===== src/rtl/fifo_byte_packer.sv =====
// Drains a show-ahead byte FIFO and packs bytes little-endian into WORD_BYTES-byte words,
// handed downstream over valid/ready with byte enables; a flush pulse closes a partial word.
module fifo_byte_packer #(
    parameter int unsigned WORD_BYTES = 4,
    parameter int unsigned CNT_W      = 16,
    localparam int unsigned IDX_W     = $clog2(WORD_BYTES) + 1
) (
    input  logic                    clockCore,
    input  logic                    resetCore,
    input  logic                    fifoEmpty,
    input  logic [7:0]              fifoData,
    output logic                    fifoPop,
    input  logic                    flush,
    output logic [8*WORD_BYTES-1:0] wordData,
    output logic [WORD_BYTES-1:0]   wordByteEn,
    output logic                    wordLast,
    output logic                    wordValid,
    input  logic                    wordReady,
    output logic [IDX_W-1:0]        byteIdx,
    output logic [CNT_W-1:0]        bytesPacked
);

    localparam logic [IDX_W-1:0] LastIdx = IDX_W'(WORD_BYTES - 1);

    typedef enum logic [0:0] {StCollect, StFlushWait} state_e;

    state_e                  state_q, state_d;
    logic [IDX_W-1:0]        idx_q, idx_d;
    logic [8*WORD_BYTES-1:0] acc_q, acc_d;
    logic [8*WORD_BYTES-1:0] word_data_q, word_data_d;
    logic [WORD_BYTES-1:0]   word_be_q, word_be_d;
    logic                    word_last_q, word_last_d;
    logic                    word_valid_q, word_valid_d;
    logic [CNT_W-1:0]        cnt_q, cnt_d;

    logic                    out_free;
    logic                    pop;
    logic                    load;
    logic [8*WORD_BYTES-1:0] load_data;
    logic [WORD_BYTES-1:0]   load_be;
    logic                    load_last;
    logic [8*WORD_BYTES-1:0] acc_pop;
    logic [IDX_W-1:0]        idx_pop;

    // Contiguous enable mask covering the lowest n bytes.
    function automatic logic [WORD_BYTES-1:0] be_mask(input logic [IDX_W-1:0] n);
        logic [WORD_BYTES-1:0] m;
        m = '0;
        for (int i = 0; i < WORD_BYTES; i++) begin
            m[i] = (IDX_W'(i) < n);
        end
        return m;
    endfunction

    always_comb begin
        out_free     = !word_valid_q || wordReady;
        state_d      = state_q;
        idx_d        = idx_q;
        acc_d        = acc_q;
        word_data_d  = word_data_q;
        word_be_d    = word_be_q;
        word_last_d  = word_last_q;
        word_valid_d = word_valid_q && !wordReady;
        pop          = 1'b0;
        load         = 1'b0;
        load_data    = '0;
        load_be      = '0;
        load_last    = 1'b0;
        acc_pop      = acc_q;
        idx_pop      = idx_q;

        unique case (state_q)
            StCollect: begin
                // The completing byte is held back in the FIFO until the output can load.
                pop = !resetCore && !fifoEmpty && ((idx_q < LastIdx) || out_free);
                if (pop) begin
                    for (int i = 0; i < WORD_BYTES; i++) begin
                        if (idx_q == IDX_W'(i)) begin
                            acc_pop[8*i +: 8] = fifoData;
                        end
                    end
                    idx_pop = idx_q + IDX_W'(1);
                end

                if (pop && (idx_q == LastIdx)) begin
                    load      = 1'b1;
                    load_data = acc_pop;
                    load_be   = '1;
                    load_last = flush;
                end else if (flush && (idx_pop != '0)) begin
                    if (out_free) begin
                        load      = 1'b1;
                        load_data = acc_pop;
                        load_be   = be_mask(idx_pop);
                        load_last = 1'b1;
                    end else begin
                        state_d = StFlushWait;
                        acc_d   = acc_pop;
                        idx_d   = idx_pop;
                    end
                end else begin
                    acc_d = acc_pop;
                    idx_d = idx_pop;
                end
            end
            StFlushWait: begin
                // Further flush pulses merge with the one already pending.
                if (out_free) begin
                    load      = 1'b1;
                    load_data = acc_q;
                    load_be   = be_mask(idx_q);
                    load_last = 1'b1;
                    state_d   = StCollect;
                end
            end
            default: state_d = StCollect;
        endcase

        if (load) begin
            word_valid_d = 1'b1;
            word_data_d  = load_data;
            word_be_d    = load_be;
            word_last_d  = load_last;
            acc_d        = '0;
            idx_d        = '0;
        end

        cnt_d = cnt_q + CNT_W'(pop);
    end

    always_ff @(posedge clockCore) begin
        if (resetCore) begin
            state_q      <= StCollect;
            idx_q        <= '0;
            acc_q        <= '0;
            word_data_q  <= '0;
            word_be_q    <= '0;
            word_last_q  <= 1'b0;
            word_valid_q <= 1'b0;
            cnt_q        <= '0;
        end else begin
            state_q      <= state_d;
            idx_q        <= idx_d;
            acc_q        <= acc_d;
            word_data_q  <= word_data_d;
            word_be_q    <= word_be_d;
            word_last_q  <= word_last_d;
            word_valid_q <= word_valid_d;
            cnt_q        <= cnt_d;
        end
    end

    assign fifoPop     = pop;
    assign wordData    = word_data_q;
    assign wordByteEn  = word_be_q;
    assign wordLast    = word_last_q;
    assign wordValid   = word_valid_q;
    assign byteIdx     = idx_q;
    assign bytesPacked = cnt_q;

endmodule

===== config.mk =====
export PLATFORM = sky130hd
export DESIGN_NAME = fifo_byte_packer
export DESIGN_NICKNAME = d
export VERILOG_FILES = /design/src/rtl/fifo_byte_packer.sv
export SDC_FILE = /design/constraint.sdc
export NUM_CORES = 1
export LEC_CHECK = 0
export ABC_AREA = 1
export CAP_MARGIN = 30
export CORE_ASPECT_RATIO = 1.2
export CORE_UTILIZATION = 51
export CTS_BUF_LIST = sky130_fd_sc_hd__clkbuf_8
export DETAILED_ROUTE_END_ITERATION = 6
export PLACE_DENSITY = 0.79
export SLEW_MARGIN = 40
export SYNTH_ARGS = -nofsm -noshare
export SYNTH_HDL_FRONTEND = slang
export SYNTH_SLANG_ARGS = --single-unit

===== constraint.sdc =====
create_clock -name clockCore -period 2.5 [get_ports clockCore]
set_input_delay 0.5 -clock clockCore [delete_from_list [all_inputs] [get_ports clockCore]]
set_output_delay 0.5 -clock clockCore [all_outputs]
set_load 0.02 [all_outputs]

==> results of run 1 <==
## worst reg2reg max path, cell delays in order, from the launching register on
cell and delay, ns:
dfxtp_1 0.36, inv_6 0.12, nand2_4 0.07, nand3_2 0.11
nand2_4 0.07, nor2_4 0.14, ha_4 0.15, ha_4 0.13
nand2_2 0.06, nor2_2 0.12, nand2_1 0.08, inv_1 0.09
nand3_2 0.08, nor2_2 0.11, nand2_1 0.08, nor2_2 0.14
nand3_2 0.11, nor2_2 0.14, o21ai_1 0.06, a21oi_1 0.12
## sequential cells by signal, summed over array words and instances, names as in the netlist
name and cells:
bytesPacked 16, wordData 32, wordValid 1, state_q 1, wordByteEn 4, acc_q 32, byteIdx 3, wordLast 1
## worst min-delay path by stage
stage	end	slack [ns]	cells past startpoint
floorplan	acc_q[26]	0.42	2
global placement	wordData[15]	0.43	2
detailed placement	wordData[4]	0.43	2
CTS	wordData[4]	0.45	2
global route	wordData[5]	0.46	2
finish	wordData[4]	0.45	2
## logic make-up after synthesis
family | synth area share
and+or+nand+nor | 0.369
AOI/OAI and AO/OA | 0.138
buffers and inverters | 0.0989
DFF | 0.381
adders and majority gates | 0.0132
## power by group through the flow
stage / clock [mW] / sequential (mW) / combinational, mW
6_report: 1.01 / 1.49 / 0.581
4_1_cts: 1.03 / 1.49 / 0.579
2_1_floorplan: 0 / 1.55 / 0.298
3_3_place_gp: 0 / 1.52 / 0.564
3_5_place_dp: 0 / 1.52 / 0.576
5_1_grt: 1.09 / 1.50 / 0.623
## final cells by class
cell class / instances / area [sq um] / area share
repair buffers: 125 / 1220 / 0.198
multi-input cells: 498 / 2530 / 0.410
clock buffers: 10 / 138 / 0.0223
clock inverters: 6 / 58.8 / 0.00955
flip-flops and latches: 90 / 1800 / 0.292
well taps: 120 / 150 / 0.0244
inverters: 68 / 265 / 0.0431
## cells in the final DEF, fill, tap and decap left out, types with 2 or more instances in the layout
cell type,Yosys,final
clkbuf_8,0,10
dfxtp_1,90,90
nor3_1,9,7
buf_12,0,8
o21ai_0,44,42
a21oi_2,22,22
inv_4,2,2
nand2_4,7,7
nor3_2,0,2
nor2_2,0,4
nand3_1,81,79
a21oi_1,48,48
o21ai_1,0,2
nand2_1,197,196
dlymetal6s2s_1,0,3
nor2_1,51,46
nand3b_1,5,5
nor2_4,2,3
nand2_2,4,5
ha_4,0,2
nor3b_1,3,3
clkdlybuf4s50_1,0,66
buf_4,0,47
inv_2,3,4
nand3_4,2,2
inv_1,61,62
ha_1,5,3
nand4_1,12,12
nand3_2,3,5
## layer usage
layer / vias up / wire length [um]
li1: 2440 / -
met1: 2311 / 5620
met2: 166 / 6570
met3: 27 / 655
met4: 0 / 300
met5: - / 0
## stage by stage
stage               utilization  TNS [ns]  total power [mW]  hold WS [ns]  instances
finish                    0.682         0              3.08         0.446        917
global route              0.682   -0.0713              3.21         0.459        917
CTS                       0.678         0              3.10         0.450        915
detailed placement        0.656    -18.32              2.10         0.435        899
global placement          0.656    -14.28              2.09         0.428        899
floorplan                     -    -0.238              1.85         0.422        694
## what timing repair did
action                                  4_1_cts  5_1_grt
gates cloned                                  0        0
buffers inserted                              0        2
pin swaps                                     1        4
endpoints found under the setup margin        2       31
hold buffers                                  0        0
gates resized for setup                       2        9
==> reports/qor.yml, run 1 <==
status:
  outcome: "complete, no violations"
grt:
  antenna_found_initial: 0
  use_met2: 0.504
  gr-max-usage-layer: "met2"
  grt_pass1_wl_um: 21300
  groute.usage.overall: 0.276
  met3_usage: 0.0480
  grt_pass1_vias: 4549
  grt_overflow: 0
  grt_max_degree: 66
  met1_usage: 0.322
logic_synthesis:
  yosysTopAreaCell: "dfxtp_1"
  ys_warn_count: 0
  synth_top_area_frac: 0.381
  synth_area_sq_um: 4730
  synth.area.top_cells: "dfxtp_1 38%, nand2_1 16%, nand3_1 8.6%, a21oi_1 5.1%, inv_1 4.8%"
  syn-instance-count: 694
  yosysMostFrequentCell: "nand2_1"
  syn_area_per_cell_sq_um: 6.82
  synthDistinctLibCells: 29
  async_flop_share: 0
  synth-edff-count: 0
  synth_ff_type: "dfxtp_1"
  ys_top_cells_by_count: "197 x nand2_1, 90 x dfxtp_1, 81 x nand3_1"
  ys_seq_area_frac: 0.381
  synth_fp_nets: 712
  ys_seq_elements: 90
place:
  portBuffers: 70
  place.detailed.hpwl_um: 9270
  pre_cts_ws_ns: -0.403
  dpl_cell_area_sq_um: 5920
  gp_congestion: 0.936
clocking:
  cts_buffers: 9
  clock-sinks: 90
  clk-insertion-delay-late_ns: 0.36
  cts-root-buf: "clkbuf_8"
  clk_path_buf_depth: 2
  h-tree-depth: 3
  path_clk_slew_ns: 0.09
  cts_tree: "done"
floorplan:
  io_pins: 71
  die_w_um: 89.9
  dieArea_sq_um: 9670
  dieHeight_um: 108
  fp.coreArea_sq_um: 9030
  rows: 38
  start_util: 0.524
power:
  clkPwrFrac: 0.328
  p_sw_mw: 0.894
  intPower_mw: 2.19
  p_leak_nw: 2.48
  ir_drop_mv: 0.285
  switching_share: 0.290
  comb_power_share: 0.188
  power_density_nw_per_um2: 501
  seqPwrFrac: 0.484
final_layout:
  layout.nets: 810
  area_growth_pct: 30.2
  drive_above_1_share: 0.163
  num_antenna_cells: 0
  num-fill-cells: 764
  fin_area_sq_um: 6160
hold_path:
  hold_path.class: "register to register"
  worstHoldStart: "wordData[4]"
route:
  vias: 4944
  postRouteAntennaNets: 0
  drt_pass1_iterations: 5
  route.detailed.drc: 0
  via_per_inst: 5.39
  routedWlPerCell_um: 14.3
  wl_um: 13200
  drtIter0Drc: 306
worst_setup_path:
  critPathArrivalTime_ns: 2.68
  worstSetupStartpointType: "register"
  path_depth: 19
  end_kind: "register"
  path_class: "register to register"
  rrSetupSlack_ns: 0.12
  cp_slowest_cell: "dfxtp_1"
  path_cells: "inv_6 -> nand2_4 -> nand3_2 -> nand2_4 -> nor2_4 -> ha_4 -> ha_4 -> nand2_2 -> nor2_2 -> nand2_1 -> inv_1 -> nand3_2 -> nor2_2 -> nand2_1 -> nor2_2 -> nand3_2 -> nor2_2 -> o21ai_1 -> a21oi_1"
  cp-startpoint: "byteIdx[2]"
  cpPeakStageDelay_ns: 0.36
  crit_fanout: 10
  timing.critical_path.buf_inv: 2
  rr_endpoint: "bytesPacked[14]"
  crit_required_ns: 2.80
  crit_top_cell: "nor2_2"
  r2r-start: "byteIdx[2]"
  rr_worst_depth: 19
  crit_end: "bytesPacked[14]"
  cp_top_family: "simple AND/OR/NAND/NOR gates"
sta:
  slew_headroom: 0.755
  setup_violations: 0
  finalHoldViolations: 0
  tightestPinTransition_ns: 0.368
  final-max-slew-violation-count: 0
  period_minus_slack_ns: 2.38
  finalCritPeriodShare: 0.952
  max_freq_ghz: 0.420
  fin_skew_ns: 0.00953
  fin_ws_ns: 0.120
flow_run:
  maxCapViolCount: 0
Note: power is estimated with default switching activity, not from simulation.
==> run 2: changes to the inputs <==
SLEW_MARGIN = unset   (was 40)
==> results of run 2 <==
No change in the layout: final DEF, timing and power equal those of run 1.
==> run 3: changes to the inputs <==
clock period = 2.1 ns   (was 2.5 ns; I/O delays follow)
==> reports/qor.yml, run 3 (synthesis results as in run 1) <==
route:
  route.detailed.drc: 0  # unchanged
  drt_pass1_iterations: 5  # unchanged
  vias: 5375  # +8.7%
  via_per_inst: 5.60  # +4.0%
  drtIter0Drc: 429  # +40%
  wl_um: 15200  # +16%
  routedWlPerCell_um: 15.9  # +11%
  postRouteAntennaNets: 0  # unchanged
power:
  clkPwrFrac: 0.320  # -0.008
  p_sw_mw: 1.18  # +32%
  p_leak_nw: 3.00  # +21%
  power_density_nw_per_um2: 565  # +13%
  switching_share: 0.295  # +0.00484
  ir_drop_mv: 0.600  # +110%
  intPower_mw: 2.82  # +29%
  total_power_mw: 3.99  # +30%
  comb_power_share: 0.234  # +0.046
  seqPwrFrac: 0.446  # -0.038
clocking:
  cts_buffers: 9  # unchanged
  h-tree-depth: 3  # unchanged
  cts_tree: "done"
  path_clk_slew_ns: 0.10  # about the same
  clk_path_buf_depth: 2  # unchanged
  cts-root-buf: "clkbuf_8"
  hold_buffers: 0  # unchanged
  clk-insertion-delay-late_ns: 0.37  # about the same
  clock-sinks: 90  # unchanged
sta:
  finalCritPeriodShare: 1.05  # +0.0951
  final-max-slew-violation-count: 0  # unchanged
  setup_tns_ns: -0.592  # -0.592 ns
  setup_violations: 22  # +22
  period_minus_slack_ns: 2.20  # -0.181 ns
  tightestPinTransition_ns: 0.338  # -0.0293 ns
  finalHoldViolations: 0  # unchanged
  max_freq_ghz: 0.455  # +8.2%
  rsz0062_at_grt: "yes"
  timing.hold.ws_ns: 0.445  # -0.000797 ns
  fin_ws_ns: -0.0988  # -0.219 ns
  fin_skew_ns: 0.0140  # +0.00446 ns
  slew_headroom: 0.772  # +0.0171
grt:
  grt_pass1_vias: 4772  # +4.9%
  grt_pass1_wl_um: 22600  # +6.1%
  groute.usage.overall: 0.290  # +0.0142
  grt_overflow: 0  # unchanged
  grt_max_degree: 55  # -17%
  antenna_found_initial: 0  # unchanged
worst_setup_path:
  end_kind: "register"
  critPathArrivalTime_ns: 2.51  # -0.17 ns
  rr_worst_depth: 19  # unchanged
  path_class: "register to register"
  rrSetupSlack_ns: -0.1  # -0.22 ns
  r2r-start: "byteIdx[1]"
  worstSetupStartpointType: "register"
  crit_fanout: 2  # -8
  rr_endpoint: "bytesPacked[14]"
  crit_required_ns: 2.41  # -0.39 ns
final_layout:
  layout.nets: 853  # +5.3%
  drive_above_1_share: 0.290  # +0.127
  final_cells: 959  # +4.6%
  area_growth_pct: 49.4
  postLayoutCoreUtil: 0.783  # +0.101
  num_antenna_cells: 0  # unchanged
  fin_area_sq_um: 7070  # +15%
  final_cell_mix: "165 x nand2_1, 87 x dfxtp_1, 73 x buf_4"
  final_common_cell: "nand2_1"
place:
  gp_congestion: 0.975  # +4.2%
  dp_cells: 911  # +1.3%
  place.detailed.hpwl_um: 9330  # +0.60%
  dpl_cell_area_sq_um: 6010  # +1.5%
  pre_cts_ws_ns: -0.725  # -0.322 ns
  portBuffers: 70  # unchanged
hold_path:
  worstHoldStart: "wordData[7]"
  worst_hold_path.endpoint: "wordData[7]"
  whs_path_depth: 2  # unchanged
  hold_path.class: "register to register"
status:
  violations: "negative setup slack"
  outcome: "finished, violations left"
flow_run:
  maxCapViolCount: 0  # unchanged
floorplan:
  dieHeight_um: 108  # unchanged
  dieArea_sq_um: 9670  # unchanged
  rows: 38  # unchanged
  start_util: 0.524  # unchanged
  die_w_um: 89.9  # unchanged
  io_pins: 71  # unchanged
  fp.coreArea_sq_um: 9030  # unchanged
-- run 3: cell count changes in the layout (fill, tap and decap cells not counted), sizes merged --
| cell | delta |
|---|---|
| buf | +42 |
| clkbuf | +4 |
| dlygate4sd2 | +3 |
| dlymetal6s2s | -3 |
| inv | -3 |
| clkdlybuf4s50 | -1 |
| clkinv | +1 |
| clkinvlp | -1 |
-- run 3: per-layer routing --
layer,GRT usage,vias up,part of all wire
met5,0,-,0
met4,0.143,0,0.042
met3,0.0445,61,0.059
met2,0.501,256,0.51
met1,0.354,2524,0.39
li1,-,2534,-
-- run 3: power groups by stage --
| stage | logic (mW) | registers [mW] | clock network (mW) |
|---|---|---|---|
| 5_1_grt | 0.988 | 1.79 | 1.35 |
| 3_3_place_gp | 0.692 | 1.81 | 0 |
| 4_1_cts | 0.770 | 1.78 | 1.28 |
| 3_5_place_dp | 0.703 | 1.82 | 0 |
| 2_1_floorplan | 0.355 | 1.85 | 0 |
| 6_report | 0.934 | 1.78 | 1.28 |
-- run 3: timing repair --
action	4_1_cts	5_1_grt
resized for setup	31	116
endpoints found under the setup margin	78	79
buffers inserted	19	13
pin swaps	11	34
gates cloned	1	2
-- run 3: worst max-delay path: stages (launching register included) --
cell and delay (ns):
dfxtp_2 0.34, inv_2 0.07, nand2_4 0.06, nand3_4 0.10, nand2_4 0.07, nor2_4 0.11
ha_4 0.17, ha_4 0.13, nand2_2 0.07, nor2_4 0.10, nand2_2 0.07, inv_2 0.08
nand3_4 0.08, nor2_4 0.10, nand2_1 0.07, nor2_2 0.12, nand3_2 0.09, nor2_2 0.12
o21ai_1 0.07, a21oi_1 0.11
-- run 3: layout make-up --
type / instances / area, sq um
timing repair buffer: 168 / 1650
fill: 624 / 1960
clock inverter: 3 / 47.5
sequential: 90 / 1810
clock buffer: 12 / 165
inverter: 68 / 285
tap: 120 / 150
multi-input combinational: 498 / 2960
-- run 3: worst max-delay path by stage --
stage                           from               to  slack (ns)
final                     byteIdx[1]  bytesPacked[14]        -0.1
after global routing      byteIdx[1]  bytesPacked[14]       -0.23
after CTS                 byteIdx[2]  bytesPacked[14]       -0.03
after detailed placement   wordReady  bytesPacked[14]       -0.72
after global placement     wordReady  bytesPacked[14]       -0.66
after floorplan            resetCore  bytesPacked[14]       -0.48
